===== src/rtl/cam_dvp_tx.sv =====
// Camera-side DVP source: serializes 16-bit pixels onto an 8-bit bus with
// vsync/href framing in OV-sensor style timing.
module cam_dvp_tx #(
  parameter int H_ACTIVE    = 640,
  parameter int H_BLANK     = 144,
  parameter int V_ACTIVE    = 480,
  parameter int VSYNC_LINES = 3,
  parameter int V_BACK      = 17,
  parameter int V_FRONT     = 10,
  parameter int HIGH_FIRST  = 0
) (
  input  logic        pclk,
  input  logic        rst_n,
  input  logic        start,
  input  logic        stop,
  input  logic [15:0] px_data,
  input  logic        px_valid,
  output logic        px_ready,
  output logic [7:0]  dout,
  output logic        vsync,
  output logic        href,
  output logic        busy,
  output logic        frame_done,
  output logic        underflow
);

  localparam int LINE  = 2*H_ACTIVE + H_BLANK;
  localparam int CW    = $clog2(LINE);
  localparam int VM1   = (VSYNC_LINES > V_BACK) ? VSYNC_LINES : V_BACK;
  localparam int VM2   = (V_ACTIVE > V_FRONT) ? V_ACTIVE : V_FRONT;
  localparam int VMAX  = (VM1 > VM2) ? VM1 : VM2;
  localparam int LW    = (VMAX > 1) ? $clog2(VMAX) : 1;
  localparam logic [CW-1:0] C_LAST = CW'(LINE-1);
  localparam logic [CW-1:0] C_HEND = CW'(2*H_ACTIVE);

  typedef enum logic [2:0] {S_IDLE, S_VS, S_VB, S_ACT, S_VF} state_t;

  state_t          r_state, w_ns;
  logic [CW-1:0]   r_c, w_nc;
  logic [LW-1:0]   r_l, w_nl;
  logic            r_stop_pend, r_vsync, r_href, r_busy, r_fdone, r_uf;
  logic [7:0]      r_dout, r_second;
  logic            w_c_last, w_l_last, w_ready, w_href_n, w_start_ok;
  logic [15:0]     w_pix;
  logic [7:0]      w_first, w_second;

  always_comb begin
    w_c_last = (r_c == C_LAST);
    w_l_last = 1'b0;
    case (r_state)
      S_VS:    w_l_last = (r_l == LW'(VSYNC_LINES-1));
      S_VB:    w_l_last = (r_l == LW'(V_BACK-1));
      S_ACT:   w_l_last = (r_l == LW'(V_ACTIVE-1));
      S_VF:    w_l_last = (r_l == LW'(V_FRONT-1));
      default: w_l_last = 1'b0;
    endcase
  end

  // Ready one cycle ahead of every even-byte href cycle: last VB cycle,
  // end of a non-final active line, or an odd byte that is not the last one.
  assign w_ready = ((r_state == S_VB) && w_c_last && w_l_last) ||
                   ((r_state == S_ACT) &&
                    ((w_c_last && !w_l_last) ||
                     (r_c[0] && (r_c < CW'(2*H_ACTIVE-1)))));
  assign px_ready = w_ready;

  assign w_start_ok = (r_state == S_IDLE) && start && !stop;

  always_comb begin
    w_ns = r_state;
    w_nc = r_c;
    w_nl = r_l;
    if (r_state == S_IDLE) begin
      if (w_start_ok) begin
        w_ns = S_VS;
        w_nc = '0;
        w_nl = '0;
      end
    end else if (w_c_last) begin
      w_nc = '0;
      if (w_l_last) begin
        w_nl = '0;
        case (r_state)
          S_VS:    w_ns = S_VB;
          S_VB:    w_ns = S_ACT;
          S_ACT:   w_ns = S_VF;
          S_VF:    w_ns = (r_stop_pend || stop) ? S_IDLE : S_VS;
          default: w_ns = S_IDLE;
        endcase
      end else begin
        w_nl = r_l + LW'(1);
      end
    end else begin
      w_nc = r_c + CW'(1);
    end
  end

  assign w_href_n = (w_ns == S_ACT) && (w_nc < C_HEND);
  assign w_pix    = px_valid ? px_data : 16'h0000;
  assign w_first  = (HIGH_FIRST != 0) ? w_pix[15:8] : w_pix[7:0];
  assign w_second = (HIGH_FIRST != 0) ? w_pix[7:0]  : w_pix[15:8];

  always_ff @(posedge pclk or negedge rst_n) begin
    if (!rst_n) begin
      r_state     <= S_IDLE;
      r_c         <= '0;
      r_l         <= '0;
      r_stop_pend <= 1'b0;
      r_vsync     <= 1'b0;
      r_href      <= 1'b0;
      r_busy      <= 1'b0;
      r_fdone     <= 1'b0;
      r_uf        <= 1'b0;
      r_dout      <= '0;
      r_second    <= '0;
    end else begin
      r_state <= w_ns;
      r_c     <= w_nc;
      r_l     <= w_nl;
      r_vsync <= (w_ns == S_VS);
      r_href  <= w_href_n;
      r_busy  <= (w_ns != S_IDLE);
      r_fdone <= (w_ns == S_VF) && (w_nl == LW'(V_FRONT-1)) && (w_nc == C_LAST);

      if (!w_href_n)    r_dout <= '0;
      else if (!w_nc[0]) r_dout <= w_first;
      else              r_dout <= r_second;

      if (w_ready) r_second <= w_second;

      if (w_ns == S_IDLE)                      r_stop_pend <= 1'b0;
      else if ((r_state != S_IDLE) && stop)    r_stop_pend <= 1'b1;

      if (w_start_ok)                r_uf <= 1'b0;
      else if (w_ready && !px_valid) r_uf <= 1'b1;
    end
  end

  assign dout       = r_dout;
  assign vsync      = r_vsync;
  assign href       = r_href;
  assign busy       = r_busy;
  assign frame_done = r_fdone;
  assign underflow  = r_uf;

endmodule

===== config.mk =====
export PLATFORM = sky130hd
export DESIGN_NAME = cam_dvp_tx
export DESIGN_NICKNAME = d
export VERILOG_FILES = /design/src/rtl/cam_dvp_tx.sv
export SDC_FILE = /design/constraint.sdc
export NUM_CORES = 1
export LEC_CHECK = 0
export ABC_CLOCK_PERIOD_IN_PS = 4800
export BUFFER_PORTS_ARGS = -buffer_cell sky130_fd_sc_hd__clkbuf_2
export CAP_MARGIN = 15
export CORE_ASPECT_RATIO = 1.1
export CORE_MARGIN = 2
export CORE_UTILIZATION = 40
export CTS_CLUSTER_DIAMETER = 40
export DETAILED_ROUTE_END_ITERATION = 16
export PLACE_DENSITY_LB_ADDON = 0.12
export SLEW_MARGIN = 10
export SYNTH_ARGS = -nofsm -noshare
export SYNTH_HDL_FRONTEND = slang
export SYNTH_SLANG_ARGS = --single-unit

===== constraint.sdc =====
create_clock -name pclk -period 4.8 [get_ports pclk]
set_input_delay 0.24 -clock pclk [delete_from_list [all_inputs] [get_ports pclk]]
set_output_delay 0.24 -clock pclk [all_outputs]
set_load 0.05 [all_outputs]

==> flow_metrics.env, run 1 <==
export IMPL_drtIter0Drc=208
export IMPL_antenna_cells=0
export IMPL_start_util_pct=41.0
export IMPL_coreArea_mm2=0.00616
export IMPL_synth_edf_count=0
export IMPL_htree_levels=2
export IMPL_seq_area_mm2=0.00113
export IMPL_place_area_mm2=0.00277
export IMPL_p_sw_mw=0.376
export IMPL_slew_viol_final=0
export IMPL_dr_total_vias=2250
export IMPL_violations="hold timing"
export IMPL_end_kind="output port"
export IMPL_grt_max_degree=46
export IMPL_cp_slowest_stage_delay_ps=470
export IMPL_tritoncts="yes"
export IMPL_slowest_stage="nor2_2"
export IMPL_rsz0062_at_grt="false"
export IMPL_tightest_slew_ps=650
export IMPL_cts_root_buf="clkbuf_8"
export IMPL_max_slew_margin_rel_pct=56.4
export IMPL_rows=30
export IMPL_cp_top_family="simple AND/OR/NAND/NOR gates"
export IMPL_antenna_found_initial=0
export IMPL_drv_cap=0
export IMPL_area_growth_pct=13.5
export IMPL_grt_overflow_total=0
export IMPL_fmax_mhz=309
export IMPL_floorplan_die_height_um=87.4
export IMPL_cp_cell_sequence="ha_1 -> nand4b_1 -> nor3_4 -> o311ai_1 -> nor2_2 -> o21a_1 -> o31ai_2 -> buf_4 -> inv_1 -> clkbuf_2"
export IMPL_port_buffers=34
export IMPL_ys_types=59
export IMPL_async_reset_ff_share_pct=100
export IMPL_synthCells=290
export IMPL_peakVddDrop_mv=0.223
export IMPL_yosys_warnings=0
export IMPL_ys_seq_area_share_pct=44.6
export IMPL_p_clk_share_pct=26.2
export IMPL_hold_slack_ps=-1.51
export IMPL_post_synth_cell_area_avg_um2=8.71
export IMPL_via_per_inst=5.60
export IMPL_die_w_um=79.8
export IMPL_hold_path_class="input pin to async pin"
export IMPL_ys_flop_type="dfrtp_1"
export IMPL_crit_type="flop to output port"
export IMPL_syn_cell_area_mm2=0.00253
export IMPL_clock_latency_ps=310
export IMPL_place_hpwl_um=4450
export IMPL_synth_seq_cells=45
export IMPL_clock_sinks=45
export IMPL_start_kind="flop"
export IMPL_postCtsSetupRepairBufs=0
export IMPL_clock_path_buffers=2
export IMPL_n_fill_cell=623
export IMPL_place_gp_congestion=0.877
export IMPL_wl_per_cell_um=15.4
export IMPL_die_area_mm2=0.00697
export IMPL_grt_pass1_wl_um=10700
export IMPL_fin_util_pct=46.6
export IMPL_drive_above_1_share_pct=18.6
export IMPL_power_frac_comb_pct=26.3
export IMPL_firstDrtPassIters=5
export IMPL_cts_buffers=5
export IMPL_drtAntennaViolNets=0
export IMPL_cts_reportedPaths_clkPinSlew_ps=90
export IMPL_fin_crit_ps=3240
export IMPL_leakage_nw=1.33
export IMPL_netSwitchingFraction_pct=37.7
export IMPL_io_pins=35
export IMPL_finalWirelength_um=6190
export IMPL_grt_usage_pct=19.5
export IMPL_fin_skew_ps=11.5
export IMPL_finish_instance_area_mm2=0.00287
export IMPL_cp_depth=10
export IMPL_r2r_cells=9
export IMPL_cp_arrival_ps=3000
export IMPL_p_int_mw=0.621
export IMPL_timing_final_crit_share_pct=67.5
export IMPL_setup_viol=0
export IMPL_path_buf_inv=3
export IMPL_hold_buffers=0
export IMPL_required_ps=4560
export IMPL_grt_pass1_vias=2113
export IMPL_multi_input_comb_area_mm2=0.00129
export IMPL_synth_fp_nets=313
export IMPL_hold_viol_final=3
export IMPL_status="finished, violations left"
export IMPL_worst_r2r_setup_slack_ps=1780
export IMPL_sequentialPowerShare_pct=47.5
export IMPL_tns_ps=0
export IMPL_path_max_fanout=18
export IMPL_drc=0
export IMPL_postCtsResizedCells=0
export IMPL_nets=344
export IMPL_powerDensity_mw_per_mm2=348
==> final timing paths <==
check | endpoint | start
setup reg to reg | frame_done | r_c[0]
hold / removal | r_c[8] | rst_n
max in group asynchronous | r_l[0] | rst_n
hold reg to reg | r_second[0] | r_second[0]
setup / recovery | px_ready | r_c[0]
min in group pclk | r_second[5] | px_data[13]
==> cell usage after synthesis, drive strengths merged, types with 2 or more instances <==
master	instances	area share, %
or4	4	1.2
a211o	2	0.69
nand2b	2	0.50
and3	2	0.50
o21ai	27	5.3
a21oi	21	4.2
o31ai	5	2.2
mux2i	2	0.79
and2	6	1.5
nand3	18	3.8
a21boi	2	0.74
or3	4	0.99
ha	2	0.99
nor4	7	2.2
clkbuf	9	1.3
nor2	23	3.5
a22o	6	2.1
dfrtp	45	45
nor3	7	1.8
buf	5	1.1
o21a	3	0.89
o311ai	2	0.69
inv	12	1.8
nand2	40	5.9
a31oi	6	1.5
nand4	5	1.2
nor2b	2	0.50
nor4b	2	0.94
==> cells in the final DEF, fill, tap and decap left out, drive strengths merged, types with 5 or more instances in the layout <==
| master | Yosys | layout |
|---|---|---|
| nand4 | 5 | 5 |
| a31oi | 6 | 6 |
| a22o | 6 | 6 |
| and2 | 6 | 6 |
| dfrtp | 45 | 45 |
| clkbuf | 9 | 39 |
| nor4 | 7 | 7 |
| nor2 | 23 | 23 |
| nand3 | 18 | 18 |
| a21oi | 21 | 21 |
| o21ai | 27 | 27 |
| o31ai | 5 | 5 |
| nor3 | 7 | 7 |
| inv | 12 | 15 |
| nand2 | 40 | 40 |
==> power groups by stage <==
stage          sequential (mW)  clock (mW)  combinational [mW]
6_report                 0.474       0.261               0.262
5_1_grt                  0.483       0.285               0.298
4_1_cts                  0.472       0.268               0.263
3_5_place_dp             0.480           0               0.263
3_3_place_gp             0.479           0               0.264
2_1_floorplan            0.457           0               0.205
==> routing by layer <==
layer | up-vias | routed length [um] | GRT usage (%)
met1 | 1047 | 2830 | 28.0
li1 | 1117 | - | -
met2 | 80 | 2970 | 30.4
met3 | 6 | 314 | 3.63
met4 | 0 | 68 | 5.39
met5 | - | 0 | 0
==> sequential cells by signal, indices dropped and copies added, names as in the netlist <==
register	flops
r_state	3
frame_done	1
vsync	1
r_second	8
busy	1
r_c	11
r_stop_pend	1
href	1
underflow	1
r_l	9
dout	8
==> per-stage QoR <==
stage,cells,setup slack [ps],hold WS (ps),power [mW]
after global routing,402,1340,70.5,1.07
after floorplan,290,2210,-55.6,0.663
after CTS,402,1590,33.3,1.00
after detailed placement,394,1830,369,0.742
after global placement,394,1950,362,0.743
final,402,1560,-1.51,0.997
==> cell families after synthesis <==
logic type | Yosys count | synth area share, %
mux | 3 | 1.24
compound gates | 83 | 21.3
flops | 45 | 44.6
fa+ha+maj | 2 | 0.990
xor+xnor | 1 | 0.347
buf+inv | 27 | 4.36
simple gates | 129 | 27.1
==> layout make-up <==
class                           count  area share [%]
Multi-Input combinational cell    218            45.2
Tap cell                           80            3.49
Inverter                           13            1.70
Sequential cell                    45            39.3
Timing Repair Buffer               38            6.98
Clock inverter                      3            1.00
Clock buffer                        5            2.40
No activity file was read; power rests on OpenSTA's default activity.
==> inputs of run 2 (changes only) <==
ABC_AREA = 1   (was unset)
ABC_CLOCK_PERIOD_IN_PS = 2900   (was 4800)
clock period = 2.9 ns   (was 4.8 ns; I/O delays follow)
==> run 2 against run 1 <==
Effect of this change:
- the run now ends clean
- routed wire length grew 9.7%
- via count grew 9.0%
- utilization grew 1.5 points
- setup slack lost 1300 ps
- combinational power grew 150%
- final area grew 4.5%
- clock skew shrank 8.3 ps
- largest power group unchanged
==> flow_metrics.env, run 2 <==
export IMPL_synthCells=369
export IMPL_place_gp_congestion=0.961
export IMPL_status="finished, final reports clean"
export IMPL_antenna_found_initial=0
export IMPL_fin_crit_ps=2590
export IMPL_tritoncts="yes"
export IMPL_r2r_cells=12
export IMPL_grt_usage_pct=21.0
export IMPL_start_util_pct=41.7
export IMPL_cts_reportedPaths_clkPinSlew_ps=90
export IMPL_rows=30
export IMPL_fmax_mhz=386
export IMPL_drtIter0Drc=173
export IMPL_fin_ws_ps=308
export IMPL_postCtsResizedCells=0
export IMPL_slew_viol_final=0
export IMPL_nets=433
export IMPL_route_met3_wl_um=313
export IMPL_yosys_cell_count_top_type="nand2_1"
export IMPL_required_ps=2760
export IMPL_synth_commonest_cells="nand2_1 (91), inv_1 (56), nor2_1 (51)"
export IMPL_grt_max_degree=29
export IMPL_crit_type="flop to output port"
export IMPL_async_reset_ff_share_pct=100
export IMPL_reg_largest_list="r_c (11), r_l (9)"
export IMPL_port_buffers=34
export IMPL_post_synth_cell_area_avg_um2=7.05
export IMPL_setup_viol=0
export IMPL_hold_path_class="input pin to flop"
export IMPL_drive_above_1_share_pct=15.6
export IMPL_min_delay_start="px_data[13]"
export IMPL_htree_levels=2
export IMPL_synth_edf_count=0
export IMPL_wl_met1_um=3170
export IMPL_r2r_end="dout[4]"
export IMPL_timing_final_crit_share_pct=89.4
export IMPL_start_kind="flop"
export IMPL_yosys_warnings=0
export IMPL_coreArea_mm2=0.00623
export IMPL_r2r_start="r_c[0]"
export IMPL_dp_slack_ps=448
export IMPL_p_sw_mw=0.765
export IMPL_peakVddDrop_mv=0.329
export IMPL_finish_instance_area_mm2=0.00300
export IMPL_max_slew_margin_rel_pct=51.4
export IMPL_grt_pass1_vias=2318
export IMPL_floorplan_die_height_um=88.6
export IMPL_cp_startpoint="r_c[0]"
export IMPL_place_hpwl_um=5240
export IMPL_drc=0
export IMPL_holdPathEnd="r_second[5]"
export IMPL_dp_cells=480
export IMPL_wl_per_cell_um=13.8
export IMPL_synth_fp_nets=392
export IMPL_clock_sinks=45
export IMPL_min_path_cells=3
export IMPL_area_growth_pct=15.2
export IMPL_rsz0062_at_grt="false"
export IMPL_place_area_mm2=0.00286
export IMPL_drtAntennaViolNets=0
export IMPL_worst_r2r_setup_slack_ps=540
export IMPL_synth_top_area_share_pct=43.3
export IMPL_clock_latency_ps=290
export IMPL_cp_arrival_ps=2450
export IMPL_netSwitchingFraction_pct=38.5
export IMPL_syn_cell_area_mm2=0.00260
export IMPL_largest_register="r_c"
export IMPL_top_layer_used="met4"
export IMPL_drv_cap=0
export IMPL_sequentialPowerShare_pct=42.4
export IMPL_leakage_nw=1.58
export IMPL_finalNonFillerCells=491
export IMPL_powerDensity_mw_per_mm2=663
export IMPL_antenna_cells=0
export IMPL_ys_flop_type="dfrtp_1"
export IMPL_largest_reg_flops=11
export IMPL_synth_area_top_cells="dfrtp_1 (43%), nand2_1 (13%), nand3_1 (8.3%)"
export IMPL_finalWirelength_um=6790
export IMPL_final_common_cell="nand2_1"
export IMPL_die_w_um=80.9
export IMPL_fin_skew_ps=3.17
export IMPL_p_int_mw=1.22
export IMPL_synth_seq_cells=45
export IMPL_hold_viol_final=0
export IMPL_grt_overflow_total=0
export IMPL_grt_pass1_wl_um=11500
export IMPL_synth_area_leader_cell="dfrtp_1"
export IMPL_dr_total_vias=2452
export IMPL_tns_ps=0
export IMPL_cts_root_buf="clkbuf_8"
export IMPL_die_area_mm2=0.00717
export IMPL_cts_buffers=5
export IMPL_final_cell_mix="nand2_1 (91), inv_1 (56), nor2_1 (51)"
export IMPL_ys_seq_area_share_pct=43.3
export IMPL_power_frac_comb_pct=32.6
export IMPL_via_per_inst=4.99
export IMPL_clock_path_buffers=2
export IMPL_met2WireLength_um=3230
export IMPL_path_max_fanout=6
export IMPL_ys_types=30
export IMPL_end_kind="output port"
export IMPL_io_pins=35
export IMPL_p_clk_share_pct=25.0
export IMPL_tightest_slew_ps=729
export IMPL_firstDrtPassIters=5
run 2: changes by cell type after synthesis, moves of 5 or more:
cell      before  now
o21ai_0       23   17
inv_2          0    8
nand2_1       40   91
and2_1         5    0
a22o_1         6    0
nand3_1       17   43
nor2_1        22   51
inv_1         12   56
nor4_1         5    0
a21oi_1       21   11
clkbuf_1       9    1
run 2: metrics by stage:
stage               utilization (%)  hold WS (ps)  total power [mW]
global route                   48.1          89.6              2.15
global placement               45.8           241              1.50
floorplan                         -          -151              1.32
detailed placement             45.8           260              1.49
finish                         48.1          76.4              1.99
CTS                            47.9          61.5              2.00
run 2: how the worst max path moves through the flow:
stage                   to  slack, ps  depth (start not counted)
2_1_floorplan  r_second[0]        860                         11
3_3_place_gp      px_ready        490                         10
3_5_place_dp      px_ready        450                         10
4_1_cts           px_ready         90                         10
5_1_grt           px_ready         90                         10
6_report          px_ready        310                         10
run 2: worst max-delay path, cell delays in order, from the launching register on:
cell	delay [ps]
dfrtp_1	420
ha_1	230
nand3_1	160
nor2_2	220
nand2_1	130
inv_1	120
nand3_2	160
nand2_2	120
nand2_1	90
a21oi_4	190
clkbuf_2	310
run 2: power groups by stage:
stage | Combinational [mW] | Clock (mW) | Sequential, mW
after floorplan | 0.476 | 0 | 0.840
after global placement | 0.652 | 0 | 0.853
after detailed placement | 0.644 | 0 | 0.850
after CTS | 0.648 | 0.517 | 0.838
after global routing | 0.755 | 0.541 | 0.856
final | 0.647 | 0.497 | 0.841
run 2: per-layer routing:
| layer | track usage, % | vias to the layer above |
|---|---|---|
| met5 | 0 | - |
| met4 | 4.93 | 0 |
| met3 | 3.06 | 7 |
| met2 | 34.6 | 85 |
| met1 | 29.4 | 1106 |
| li1 | - | 1254 |
run 2: repair_timing:
item	4_1_cts	5_1_grt
hold endpoints to repair	27	0
setup buffers	0	2
setup endpoints to repair	0	1
hold buffers	1	0
run 2: cell families (layout without fill, tap and decap cells):
kind of cell,count (synthesis),after routing,share of synthesized area [%]
simple gates,202,202,33.7
buf+inv,68,110,10.1
compound gates,48,48,10.5
flops,45,45,43.3
xor+xnor,4,4,1.35
fa+ha+maj,2,2,0.962
run 2: cell type report:
type                            count  area, um^2
Clock inverter                      1        30.0
Clock buffer                        7        86.3
Sequential cell                    45        1130
Timing Repair Buffer               38         203
Inverter                           64         240
Multi-Input combinational cell    256        1210
Fill cell                         670        3230
Tap cell                           80         100
==> inputs of run 3 (changes only) <==
ABC_AREA = unset   (was 1)
BUFFER_PORTS_ARGS = -buffer_cell sky130_fd_sc_hd__buf_4   (was -buffer_cell sky130_fd_sc_hd__clkbuf_2)
==> run 3 against run 2 <==
Effect of this change:
- total power fell by 13%
- cell count down 12%
- sequential cell count did not move
- sequential power fell by 9.9%
- clock power is 13% lower
- worst hold slack lost 2.5 ps
- non-clock buffer count grew 28
- fmax down 7.3%
- setup slack lost 210 ps
- count of clock-buffer cells in the layout is 2 lower
- register-to-register slack got worse by 380 ps
- critical endpoint unchanged
==> flow_metrics.env, run 3 (synthesis gave the netlist of run 1 again) <==
export IMPL_cts_root_buf="clkbuf_8"
export IMPL_tritoncts="yes"
export IMPL_coreArea_mm2=0.00616
export IMPL_place_hpwl_um=4790
export IMPL_sequentialPowerShare_pct=43.9
export IMPL_power_frac_comb_pct=31.1
export IMPL_grt_overflow_total=0
export IMPL_finalWirelength_um=6720
export IMPL_cp_arrival_ps=2650
export IMPL_rows=30
export IMPL_slew_viol_final=0
export IMPL_die_area_mm2=0.00697
export IMPL_grt_pass1_vias=2234
export IMPL_fin_skew_ps=6.12
export IMPL_tightest_slew_ps=578
export IMPL_firstDrtPassIters=4
export IMPL_p_sw_mw=0.639
export IMPL_drive_above_1_share_pct=26.2
export IMPL_leakage_nw=1.50
export IMPL_drtIter0Drc=257
export IMPL_crit_type="flop to output port"
export IMPL_clock_path_buffers=2
export IMPL_grt_max_degree=46
export IMPL_holdPathEnd="r_second[5]"
export IMPL_dr_total_vias=2418
export IMPL_clock_sinks=45
export IMPL_die_w_um=79.8
export IMPL_fin_ws_ps=103
export IMPL_drv_cap=0
export IMPL_area_growth_pct=26.5
export IMPL_peakVddDrop_mv=0.254
export IMPL_place_gp_congestion=0.897
export IMPL_floorplan_die_height_um=87.4
export IMPL_hold_slack_ps=73.9
export IMPL_hold_viol_final=0
export IMPL_io_pins=35
export IMPL_port_buffers=34
export IMPL_tns_ps=0
export IMPL_r2r_end="frame_done"
export IMPL_start_kind="flop"
export IMPL_use_met1_pct=25.2
export IMPL_r2r_cells=9
export IMPL_start_util_pct=41.0
export IMPL_fin_crit_ps=2800
export IMPL_cts_reportedPaths_clkPinSlew_ps=100
export IMPL_antenna_cells=0
export IMPL_clock_latency_ps=310
export IMPL_hold_path_class="input pin to flop"
export IMPL_powerDensity_mw_per_mm2=541
export IMPL_status="finished, final reports clean"
export IMPL_grt_usage_pct=20.1
export IMPL_htree_levels=2
export IMPL_fmax_mhz=358
export IMPL_grtUsageMet2_pct=33.7
export IMPL_grt_pass1_wl_um=10900
export IMPL_drc=0
export IMPL_netSwitchingFraction_pct=37.0
export IMPL_nets=373
export IMPL_reg_largest_list="r_c (11), r_l (9)"
export IMPL_drtAntennaViolNets=0
export IMPL_r2r_start="r_state[0]"
export IMPL_setup_viol=0
export IMPL_worst_r2r_setup_slack_ps=160
export IMPL_dp_slack_ps=-1.89
export IMPL_wl_per_cell_um=15.6
export IMPL_end_kind="output port"
export IMPL_via_per_inst=5.61
export IMPL_met3_usage_pct=4.05
export IMPL_path_max_fanout=9
export IMPL_p_int_mw=1.09
export IMPL_p_clk_share_pct=25.0
export IMPL_top_usage_layer="met2"
export IMPL_min_delay_start="px_data[13]"
export IMPL_required_ps=2760
export IMPL_antenna_found_initial=0
export IMPL_min_path_cells=3
export IMPL_timing_final_crit_share_pct=96.5
export IMPL_final_cell_mix="buf_4 (65), dfrtp_1 (44), nand2_1 (40)"
export IMPL_cts_buffers=5
export IMPL_largest_reg_flops=11
export IMPL_largest_register="r_c"
export IMPL_final_common_cell="buf_4"
export IMPL_max_slew_margin_rel_pct=61.5
-- run 3: changes by cell type in the layout (fill, tap and decap cells not counted), moves of 5 or more --
cell / before / now
o21ai_0: 17 / 23
a22o_1: 0 / 6
a21oi_1: 11 / 20
nand2_1: 91 / 40
nand3_1: 43 / 17
nor4_1: 0 / 5
and2_1: 0 / 5
clkbuf_2: 34 / 0
inv_2: 8 / 0
nor2_1: 51 / 21
buf_4: 3 / 65
inv_1: 56 / 12
-- run 3: power by group through the flow --
stage	Sequential [mW]	Clock, mW	Combinational [mW]
floorplan	0.757	0	0.340
global placement	0.767	0	0.506
detailed placement	0.770	0	0.506
CTS	0.757	0.446	0.518
global route	0.769	0.470	0.598
finish	0.758	0.432	0.537
-- run 3: area by class of cell --
type / instances / area [um^2]
clock buffer: 5 / 68.8
clock inverter: 3 / 28.8
multi-input combinational: 219 / 1330
timing repair buffer: 66 / 498
sequential: 45 / 1130
tap: 80 / 100
fill: 607 / 2960
inverter: 13 / 48.8
-- run 3: through the flow --
step / instances / utilization [%] / area (um^2) / total power, mW
CTS: 420 / 50.4 / 3100 / 1.72
finish: 431 / 51.9 / 3200 / 1.73
detailed placement: 409 / 48.2 / 2970 / 1.28
global placement: 409 / 48.2 / 2970 / 1.27
floorplan: 290 / - / 2530 / 1.10
global route: 431 / 51.9 / 3200 / 1.84
-- run 3: how the worst max path moves through the flow --
stage | start | endpoint | slack [ps] | cells past startpoint
floorplan | r_c[0] | px_ready | 400 | 10
global placement | r_c[0] | dout[2] | 2 | 10
detailed placement | r_c[0] | frame_done | -2 | 9
CTS | r_c[5] | px_ready | 50 | 9
global route | r_c[6] | frame_done | -40 | 8
finish | r_c[6] | px_ready | 100 | 9
-- run 3: worst max-delay path, cell delays in order, from the launching register on --
cell and delay (ps):
dfrtp_2 460, or4b_4 610, nor3_4 240, o311ai_1 140, nor2_2 140, buf_4 180, o21a_1 160, o31ai_4 130
inv_1 80, buf_4 190
-- run 3: metal layers --
metal,wire [um],vias up,part of all wire [%]
met5,0,-,0
met1,2980,1149,44
met3,277,17,4.1
li1,-,1177,-
met4,185,0,2.8
met2,3290,75,49
-- run 3: what timing repair did --
action,4_1_cts,5_1_grt
setup endpoints to repair,2,11
cloned,0,1
setup buffers,2,10
hold buffers,1,0
pin swaps,3,5
gates resized for setup,2,3
endpoints found under the hold margin,45,0
